[src/rtl/control.sv]
// control: multi-cycle MIPS-subset main control FSM (Moore outputs plus funct/op decode).
// Optional OVF_GUARD_EN suppresses register writes for signed-overflowing add/sub/addi.
module control (
   input  logic        clk,
   input  logic        rst,
   input  logic        MIO_ready,
   input  logic        zero,
   input  logic        overflow,
   input  logic [31:0] inst,
   output logic        MemRead,
   output logic        MemWrite,
   output logic        IorD,
   output logic        CPU_MIO,
   output logic        IRWrite,
   output logic        RegWrite,
   output logic        ALUSrcA,
   output logic        PCWrite,
   output logic        PCWriteCond,
   output logic        Branch,
   output logic [1:0]  RegDst,
   output logic [1:0]  MemtoReg,
   output logic [1:0]  ALUSrcB,
   output logic [1:0]  PCSource,
   output logic [2:0]  ALU_operation,
   output logic [4:0]  state_out
);
   typedef enum logic [3:0] {
      S_IF, S_ID, S_MEM_ADR, S_MEM_RD, S_MEM_WB, S_MEM_WR, S_R_EXE, S_R_WB,
      S_BRANCH, S_JUMP, S_I_EXE, S_I_WB, S_LUI, S_JR, S_JAL, S_ERROR
   } state_t;
   localparam logic [2:0] ALU_AND = 3'b000, ALU_OR = 3'b001, ALU_ADD = 3'b010, ALU_XOR = 3'b011,
                          ALU_NOR = 3'b100, ALU_SRL = 3'b101, ALU_SUB = 3'b110, ALU_SLT = 3'b111;
   state_t state_q, state_d;
   logic [5:0] op, funct;
   logic [2:0] r_alu, i_alu;
   logic reg_write_raw, pc_write_raw, pc_write_cond_raw, ir_write_raw, mem_write_raw;
   logic unused;
   assign op = inst[31:26];
   assign funct = inst[5:0];
   // zero is consumed by the datapath's branch gate, not by the sequencer
   assign unused = ^{zero, overflow, inst[25:6]};
   assign state_out = {1'b0, state_q};
   always_comb begin
      r_alu = ALU_ADD;
      case (funct)
         6'b100010: r_alu = ALU_SUB;
         6'b100100: r_alu = ALU_AND;
         6'b100101: r_alu = ALU_OR;
         6'b100110: r_alu = ALU_XOR;
         6'b100111: r_alu = ALU_NOR;
         6'b101010: r_alu = ALU_SLT;
         6'b000010: r_alu = ALU_SRL;
         default:   r_alu = ALU_ADD;
      endcase
   end
   always_comb begin
      i_alu = ALU_ADD;
      case (op)
         6'b001100: i_alu = ALU_AND;
         6'b001101: i_alu = ALU_OR;
         6'b001110: i_alu = ALU_XOR;
         6'b001010: i_alu = ALU_SLT;
         default:   i_alu = ALU_ADD;
      endcase
   end
   always_ff @(posedge clk) begin
      if (rst) state_q <= S_IF;
      else     state_q <= state_d;
   end
   always_comb begin
      state_d = S_IF;
      case (state_q)
         S_IF:      state_d = MIO_ready ? S_ID : S_IF;
         S_ID: begin
            case (op)
               6'b000000: state_d = (funct == 6'b001000) ? S_JR : S_R_EXE;
               6'b100011, 6'b101011: state_d = S_MEM_ADR;
               6'b000100, 6'b000101: state_d = S_BRANCH;
               6'b000010: state_d = S_JUMP;
               6'b000011: state_d = S_JAL;
               6'b001000, 6'b001100, 6'b001101, 6'b001110, 6'b001010: state_d = S_I_EXE;
               6'b001111: state_d = S_LUI;
               default:   state_d = S_ERROR;
            endcase
         end
         S_MEM_ADR: state_d = (op == 6'b101011) ? S_MEM_WR : S_MEM_RD;
         S_MEM_RD:  state_d = MIO_ready ? S_MEM_WB : S_MEM_RD;
         S_MEM_WR:  state_d = MIO_ready ? S_IF : S_MEM_WR;
         S_R_EXE:   state_d = S_R_WB;
         S_I_EXE:   state_d = S_I_WB;
         default:   state_d = S_IF;
      endcase
   end
   always_comb begin
      MemRead = 1'b0;
      mem_write_raw = 1'b0;
      IorD = 1'b0;
      CPU_MIO = 1'b0;
      ir_write_raw = 1'b0;
      reg_write_raw = 1'b0;
      ALUSrcA = 1'b0;
      pc_write_raw = 1'b0;
      pc_write_cond_raw = 1'b0;
      Branch = 1'b0;
      RegDst = 2'b00;
      MemtoReg = 2'b00;
      ALUSrcB = 2'b00;
      PCSource = 2'b00;
      ALU_operation = ALU_AND;
      case (state_q)
         S_IF: begin
            MemRead = 1'b1;
            CPU_MIO = 1'b1;
            ALUSrcB = 2'b01;
            ALU_operation = ALU_ADD;
            ir_write_raw = MIO_ready;
            pc_write_raw = MIO_ready;
         end
         S_ID: begin
            ALUSrcB = 2'b11;
            ALU_operation = ALU_ADD;
         end
         S_MEM_ADR: begin
            ALUSrcA = 1'b1;
            ALUSrcB = 2'b10;
            ALU_operation = ALU_ADD;
         end
         S_MEM_RD: begin
            MemRead = 1'b1;
            CPU_MIO = 1'b1;
            IorD = 1'b1;
         end
         S_MEM_WB: begin
            reg_write_raw = 1'b1;
            MemtoReg = 2'b01;
         end
         S_MEM_WR: begin
            mem_write_raw = 1'b1;
            CPU_MIO = 1'b1;
            IorD = 1'b1;
         end
         S_R_EXE: begin
            ALUSrcA = 1'b1;
            ALU_operation = r_alu;
         end
         S_R_WB: begin
            RegDst = 2'b01;
`ifdef OVF_GUARD_EN
            reg_write_raw = !(overflow && (funct == 6'b100000 || funct == 6'b100010));
`else
            reg_write_raw = 1'b1;
`endif
         end
         S_BRANCH: begin
            ALUSrcA = 1'b1;
            ALU_operation = ALU_SUB;
            pc_write_cond_raw = 1'b1;
            PCSource = 2'b01;
            Branch = (op == 6'b000100);
         end
         S_JUMP: begin
            pc_write_raw = 1'b1;
            PCSource = 2'b10;
         end
         S_JAL: begin
            reg_write_raw = 1'b1;
            RegDst = 2'b10;
            MemtoReg = 2'b11;
            pc_write_raw = 1'b1;
            PCSource = 2'b10;
         end
         S_JR: begin
            pc_write_raw = 1'b1;
            PCSource = 2'b11;
         end
         S_I_EXE: begin
            ALUSrcA = 1'b1;
            ALUSrcB = 2'b10;
            ALU_operation = i_alu;
         end
         S_I_WB: begin
`ifdef OVF_GUARD_EN
            reg_write_raw = !(overflow && op == 6'b001000);
`else
            reg_write_raw = 1'b1;
`endif
         end
         S_LUI: begin
            reg_write_raw = 1'b1;
            MemtoReg = 2'b10;
         end
         default: begin
         end
      endcase
   end
   // reset masks every architectural write so an aborted instruction leaves no trace
   assign PCWrite = pc_write_raw & ~rst;
   assign PCWriteCond = pc_write_cond_raw & ~rst;
   assign IRWrite = ir_write_raw & ~rst;
   assign RegWrite = reg_write_raw & ~rst;
   assign MemWrite = mem_write_raw & ~rst;
endmodule

[config.mk]
export PLATFORM = sky130hd
export DESIGN_NAME = control
export DESIGN_NICKNAME = d
export VERILOG_FILES = /design/src/rtl/control.sv
export SDC_FILE = /design/constraint.sdc
export NUM_CORES = 1
export LEC_CHECK = 0
export CORE_ASPECT_RATIO = 1.75
export CORE_MARGIN = 3
export CORE_UTILIZATION = 32
export CTS_BUF_LIST = sky130_fd_sc_hd__clkbuf_8
export CTS_CLUSTER_DIAMETER = 100
export DETAILED_ROUTE_END_ITERATION = 10
export PLACE_DENSITY = 0.87
export SYNTH_ARGS = -nofsm -noshare
export SYNTH_HDL_FRONTEND = slang
export SYNTH_SLANG_ARGS = --single-unit
[constraint.sdc]
create_clock -name clk -period 1.6 [get_ports clk]
set_clock_uncertainty 0.1 [all_clocks]
set_input_delay 0.32 -clock clk [delete_from_list [all_inputs] [get_ports clk]]
set_output_delay 0.32 -clock clk [all_outputs]
set_load 0.1 [all_outputs]
==> run_results.csv, run 1 <==
group,metric,value,unit
synthesis,syn_area_per_cell,6.27,µm²
clock_network,cts-hold-fix-buffers,0,
synthesis,synth_area,860,µm²
floorplan,ioPinCount,63,
synthesis,synth_xor_area_share,3.06,%
synthesis,seq_area_frac_synth,9.32,%
clock_network,postCtsSetupRepairBufs,17,
floorplan,chipHeight,74.6,µm
synthesis,async_flop_share,0,%
floorplan,start_util,34.1,%
place,dp_cells,241,
clock_network,cts_resized,118,
synthesis,synth.top_cells.by_count,"nor2_1 (19), nand2_1 (16), nor3_1 (11)",
synthesis,yosysMostFrequentCell,"nor2_1",
synthesis,yosys.area_share.simple,43.4,%
synthesis,synth_compound_area_share,30.7,%
status,lastStage,"clock tree synthesis",
synthesis,synth_adder_area_share,0,%
place,place_hpwl,3510,µm
synthesis,synth_largest_area_cell,"dfxtp_1",
synthesis,synth_top_family_by_area,"simple AND/OR/NAND/NOR gates",
status,tool.error,"[ERROR DPL-0033] detailed placement checks failed during check placement.",
place,io_buffers,39,
clock_network,htree_levels,1,
clock_network,root_buffer,"clkbuf_8",
synthesis,synth_warnings,0,
clock_network,clock-sinks,4,
status,status,"did not finish",
synthesis,ys.flop_type,"dfxtp_1",
clock_network,clock_path_buffers,2,
synthesis,ys_top_cells_by_area,"dfxtp_1 (9.3%), nor2_1 (8.3%), nand2_1 (7.0%)",
synthesis,synth.distinct_cells,42,
floorplan,die_w,45.2,µm
synthesis,ys_ff_latch,4,
synthesis,synth_edf_count,0,
place,place_area,2050,µm²
floorplan,num_rows,24,
synthesis,synthCells,137,
place,globalplace.congestion,0.920,
synthesis,syn-num-nets,174,
synthesis,synthMuxAreaShare,2.33,%
clock_network,cts_made_buffers,3,
synthesis,synth_top_area_share,9.32,%
-- cells by family after synthesis --
group	after synthesis
DFF	4
AOI/OAI and AO/OA	38
muxes	2
other	1
and+or+nand+nor	72
buffers and inverters	17
xor gates and xnor gates	3
-- per-stage QoR --
step | setup slack, ns | hold slack, ns
2_1_floorplan | -1.13 | 0.359
3_3_place_gp | -0.633 | 0.543
3_5_place_dp | -0.770 | 0.561
==> inputs of run 2 (changes only) <==
==> config.mk (replaced) <==
export PLATFORM = sky130hd
export DESIGN_NAME = control
export DESIGN_NICKNAME = d
export VERILOG_FILES = /design/src/rtl/control.sv
export SDC_FILE = /design/constraint.sdc
export NUM_CORES = 1
export LEC_CHECK = 0
export CORE_AREA = 3 3 64 66
export DETAILED_ROUTE_END_ITERATION = 10
export DIE_AREA = 0 0 67 69
export PLACE_DENSITY_LB_ADDON = 0.15
export SYNTH_ARGS = -nofsm -noshare
export SYNTH_HDL_FRONTEND = slang
export SYNTH_SLANG_ARGS = --single-unit
==> constraint.sdc (replaced) <==
create_clock -name clk -period 2.1 [get_ports clk]
set_clock_uncertainty 0.1 [all_clocks]
set_input_delay 0.42 -clock clk [delete_from_list [all_inputs] [get_ports clk]]
set_output_delay 0.42 -clock clk [all_outputs]
set_load 0.1 [all_outputs]
==> run_results.csv, run 2 <==
group,metric,value,unit
status,status,"complete, no violations",
timing,post-route-period-util,98.5,%
power,p_seq_share,6.6,%
layout,register_area,95.1,µm²
power,combinationalPowerShare,88.6,%
timing,fin_setup_tns,0,ns
route,dr_wl_met2,2010,µm
critical_path,reg2regPathDepth,7,
place,place_ws,-0.390,ns
route,vias,1272,
critical_path,cp_cell_sequence,"inv_2 > nand2_4 > nor2_1 > nand2_1 > nor3_4 > buf_12",
synthesis,synth_largest_area_cell,"dfxtp_1",
critical_path,crit_slowest_cell,"dfxtp_4",
critical_path,start_kind,"flop",
critical_path,cp-end-kind,"output port",
synthesis,synth.distinct_cells,42,
critical_path,arrival,1.55,ns
synthesis,ys_top_cells_by_area,"dfxtp_1 (9.3%), nor2_1 (8.3%), nand2_1 (7.0%)",
synthesis,syn-num-nets,174,
layout,largest_reg_flops,4,
route,routed_via_density,4.87,
timing,grt_setup_unrepaired,"true",
timing,clock.fmax,0.484,GHz
layout,diodes,0,
synthesis,synth_top_area_share,9.32,%
route,ant_nets,0,
clock_network,cts_made_buffers,3,
synthesis,syn_area_per_cell,6.27,µm²
layout,reg.largest.list,"state_q x4",
critical_path,reg2reg_slack,0.56,ns
power,ir_drop,1.11,mV
synthesis,ys_ff_latch,4,
global_routing,overflow,0,
synthesis,synth_warnings,0,
synthesis,async_flop_share,0,%
global_routing,antenna_found_initial,0,
route,wl,3570,µm
synthesis,ys.flop_type,"dfxtp_1",
route,drt_first_pass_iters,4,
floorplan,start_util,23.7,%
floorplan,die_w,67,µm
global_routing,grt_util_all_layers,16.1,%
worst_hold_path,hold_end,"state_q[2]$_SDFF_PP0_",
timing,setup_viol,0,
worst_hold_path,hold_path_class,"reg -> reg",
route,drt-met1-wl,1450,µm
route,wire_per_inst,13.7,µm
worst_hold_path,hold_path_depth,1,
layout,final_core_util,58.6,%
floorplan,chipHeight,69,µm
global_routing,grt_max_degree,12,
timing,slew_viol_final,0,
route,drc_errors,0,
worst_hold_path,hp-start,"state_q[3]$_SDFF_PP0_",
layout,multiInputGateArea,966,µm²
floorplan,fp.coreArea,3630,µm²
power,p_int,1.41,mW
synthesis,synth_area,860,µm²
layout,final.fill_count,349,
timing,min_period,2.07,ns
clock_network,clk_pin_slew_worst_paths,0.04,ns
layout,final_common_cell,"buf_4",
layout,final_cell_mix,"buf_4 (39), buf_12 (25), nor2_1 (15)",
floorplan,num_rows,22,
clock_network,cts_tree,"built",
power,clkPwrFrac,4.8,%
clock_network,clock_path_buffers,2,
critical_path,worstPathRequired,1.58,ns
timing,finalHoldViolCount,0,
flow_run,cap_violations,0,
floorplan,die_area,4620,µm²
layout,drive_gt1_share,60.1,%
critical_path,r2r_end,"state_q[3]$_SDFF_PP0_",
global_routing,grt_pass1_wl,6020,µm
synthesis,synth_edf_count,0,
critical_path,rr_startpoint,"state_q[2]$_SDFF_PP0_",
power,power,3.54,mW
global_routing,first_global_vias,1310,
clock_network,root_buffer,"clkbuf_8",
route,highest_layer,"met3",
synthesis,seq_area_frac_synth,9.32,%
layout,largest-register,"state_q",
layout,nets,251,
power,leakage,0.910,nW
synthesis,synthCells,137,
clock_network,htree_levels,1,
route,drtIter0Drc,43,
critical_path,critical_path_class,"reg -> out",
place,io_buffers,39,
synthesis,synth.top_cells.by_count,"nor2_1 (19), nand2_1 (16), nor3_1 (11)",
layout,syn_to_final_growth,148,%
critical_path,crit_fanout,11,
place,place_hpwl,2890,µm
clock_network,insertion_delay,0.22,ns
power,pwr_density_cell,1660,nW/µm²
route,met3_wirelength,113,µm
clock_network,clock-sinks,4,
critical_path,max_stage_delay,0.38,ns
place,globalplace.congestion,0.792,
power,switchingPower,2.13,mW
power,swShare,60.1,%
floorplan,ioPinCount,63,
timing,setup_ws,0.0324,ns
synthesis,yosysMostFrequentCell,"nor2_1",
-- run 2: cell counts after synthesis --
No cell type changed its count.
-- run 2: routing by layer --
| metal | vias up | global-route usage, % |
|---|---|---|
| li1 | 641 | - |
| met2 | 21 | 29.0 |
| met5 | - | 0 |
| met1 | 610 | 19.3 |
| met4 | 0 | 2.03 |
| met3 | 0 | 3.58 |
-- run 2: kinds of logic after synthesis --
kind of cell	share of synthesized area, %
AO/OA/AOI/OAI	30.7
XOR/XNOR	3.06
buffers and inverters	10.8
flip-flops	9.32
multiplexers	2.33
other	0.436
AND/OR/NAND/NOR	43.4
-- run 2: how the worst max path moves through the flow --
stage / startpoint / to / cells after the start
after floorplan: state_q[2]$_SDFF_PP0_ / PCWrite / 4
after global placement: inst[1] / ALU_operation[1] / 7
after detailed placement: inst[1] / ALU_operation[1] / 7
after CTS: state_q[0]$_SDFF_PP0_ / ALU_operation[0] / 4
after global routing: inst[1] / ALU_operation[1] / 7
final: state_q[0]$_SDFF_PP0_ / Branch / 6
-- run 2: area by class of cell --
class / count / area share, %
multi-input cells: 116 / 45.4
repair buffers: 82 / 44.0
flip-flops and latches: 4 / 4.47
well taps: 48 / 2.82
clock buffers: 4 / 2.12
inverters: 7 / 1.23
-- run 2: repair_timing --
item,in CTS,in global routing
hold buffers,0,0
setup buffers,6,0
setup endpoints to repair,7,8
resized for setup,46,15
pin swaps,15,9
-- run 2: critical path, delay by kind of cell, from the launching register on --
| family | cells | cell delay, ns |
|---|---|---|
| flip-flops | 1 | 0.38 |
| buffers and inverters | 2 | 0.38 |
| AND/OR/NAND/NOR | 4 | 0.55 |
-- run 2: power groups by stage --
| stage | logic, mW | registers [mW] | clock network [mW] |
|---|---|---|---|
| 2_1_floorplan | 1.78 | 0.393 | 0 |
| 3_3_place_gp | 2.99 | 0.228 | 0 |
| 3_5_place_dp | 3.01 | 0.228 | 0 |
| 4_1_cts | 3.11 | 0.224 | 0.176 |
| 5_1_grt | 3.26 | 0.242 | 0.183 |
| 6_report | 3.14 | 0.234 | 0.171 |
-- run 2: stage by stage --
stage | hold WS (ns) | cell area, µm² | instances
floorplan | 0.459 | 1060 | 137
global placement | 0.469 | 1960 | 251
detailed placement | 0.475 | 1960 | 251
CTS | 0.496 | 2100 | 261
global route | 0.479 | 2130 | 261
finish | 0.471 | 2130 | 261
No activity file was read; power rests on OpenSTA's default activity.
==> inputs of run 3 (changes only) <==
--- a/config.mk
+++ b/config.mk
@@ -8,6 +8,7 @@
 export CORE_AREA = 3 3 64 66
 export DETAILED_ROUTE_END_ITERATION = 10
 export DIE_AREA = 0 0 67 69
+export MAX_ROUTING_LAYER = met4
 export PLACE_DENSITY_LB_ADDON = 0.15
 export SYNTH_ARGS = -nofsm -noshare
 export SYNTH_HDL_FRONTEND = slang
==> run_results.csv, run 3 (same netlist as run 2, synthesis figures left out) <==
group,metric,value,unit
status,status,"complete, no violations",
floorplan,chipHeight,69,µm
clock_network,cts_tree,"built",
global_routing,grt_pass1_wl,6010,µm
place,place_hpwl,2890,µm
place,dp_cells,251,
route,drt_first_pass_iters,4,
place,globalplace.congestion,0.803,
timing,slew_viol_final,0,
timing,post-route-period-util,98.5,%
layout,final_common_cell,"buf_4",
floorplan,num_rows,22,
route,drtIter0Drc,57,
floorplan,fp.coreArea,3630,µm²
layout,largest_reg_flops,4,
layout,layout.cells.non_filler,261,
layout,final_cell_mix,"buf_4 (39), buf_12 (25), nor2_1 (15)",
critical_path,crit_fanout,11,
global_routing,grt-busiest-layer,"met2",
critical_path,max_stage_delay,0.38,ns
clock_network,clock-sinks,4,
layout,drive_gt1_share,60.1,%
layout,syn_to_final_growth,148,%
global_routing,grt_max_degree,12,
timing,setup_ws,0.0325,ns
critical_path,cp-end-kind,"output port",
global_routing,grtUsageMet2,29.1,%
flow_run,cap_violations,0,
floorplan,die_area,4620,µm²
worst_hold_path,hold_path_class,"reg -> reg",
floorplan,die_w,67,µm
global_routing,overflow,0,
global_routing,first_global_vias,1311,
layout,reg.largest.list,"state_q x4",
clock_network,htree_levels,1,
route,wire_per_inst,13.7,µm
global_routing,antenna_found_initial,0,
critical_path,crit_slowest_cell,"dfxtp_4",
place,io_buffers,39,
layout,nets,251,
timing,clock.fmax,0.484,GHz
timing,min_period,2.07,ns
timing,setup_viol,0,
power,ir_drop,1.11,mV
critical_path,cp_cell_sequence,"inv_2 > nand2_4 > nor2_1 > nand2_1 > nor3_4 > buf_12",
layout,final.fill_count,349,
power,power,3.54,mW
clock_network,cts_made_buffers,3,
timing,finalHoldViolCount,0,
critical_path,arrival,1.55,ns
route,drc_errors,0,
route,ant_nets,0,
route,wl,3570,µm
critical_path,start_kind,"flop",
clock_network,clock_path_buffers,2,
power,pwr_density_cell,1660,nW/µm²
floorplan,ioPinCount,63,
layout,diodes,0,
timing,grt_setup_unrepaired,"true",
critical_path,worstPathRequired,1.58,ns
global_routing,grt_util_met1,19.3,%
global_routing,use_met3,3.26,%
floorplan,start_util,23.7,%
critical_path,critical_path_class,"reg -> out",
global_routing,grt_util_all_layers,16.5,%
clock_network,insertion_delay,0.22,ns
place,place_ws,-0.390,ns
route,vias,1272,
clock_network,root_buffer,"clkbuf_8",
layout,largest-register,"state_q",
power,leakage,0.910,nW
timing,fin_setup_tns,0,ns
route,routed_via_density,4.87,
clock_network,clk_pin_slew_worst_paths,0.04,ns
run 3: final cells by class:
type,instances,area [µm²],area share (%)
flip-flops and latches,4,95.1,4.47
inverters,7,26.3,1.23
well taps,48,60.1,2.82
multi-input cells,116,966,45.4
repair buffers,82,936,44.0
clock buffers,4,45.0,2.12
run 3: final timing paths:
kind	cells after the start	endpoint	slack, ns	start
hold / removal	1	state_q[2]$_SDFF_PP0_	0.47	state_q[3]$_SDFF_PP0_
setup / recovery	6	Branch	0.03	state_q[0]$_SDFF_PP0_
setup reg to reg	7	state_q[3]$_SDFF_PP0_	0.56	state_q[2]$_SDFF_PP0_
hold reg to reg	1	state_q[2]$_SDFF_PP0_	0.47	state_q[3]$_SDFF_PP0_
run 3: worst max-delay path, delay by kind of cell, from the launching register on:
kind,cells,cell delay (ns)
buffers and inverters,2,0.38
DFF,1,0.38
and+or+nand+nor,4,0.55
run 3: power by group:
| part | switching, mW | internal, mW | total (mW) |
|---|---|---|---|
| registers | 0.105 | 0.129 | 0.234 |
| logic | 1.98 | 1.15 | 3.14 |
| clock network | 0.0412 | 0.130 | 0.171 |
run 3: per-stage QoR:
stage / hold slack [ns] / instance area [µm²] / utilization, %
after global routing: 0.479 / 2130 / 58.6
after global placement: 0.469 / 1960 / 53.9
after detailed placement: 0.475 / 1960 / 53.9
final: 0.471 / 2130 / 58.6
after CTS: 0.496 / 2100 / 57.9
after floorplan: 0.459 / 1060 / -
run 3: layer usage:
metal	up-vias	routed length, µm
li1	641	-
met1	610	1450
met2	21	2010
met3	0	108
met4	0	0
met5	-	0
run 3: timing repair:
| item | in CTS | in global routing |
|---|---|---|
| pin swaps | 15 | 9 |
| setup endpoints to repair | 7 | 8 |
| buffers inserted | 6 | 0 |
| cloned | 0 | 0 |
| gates resized for setup | 46 | 15 |
| hold buffers | 0 | 0 |
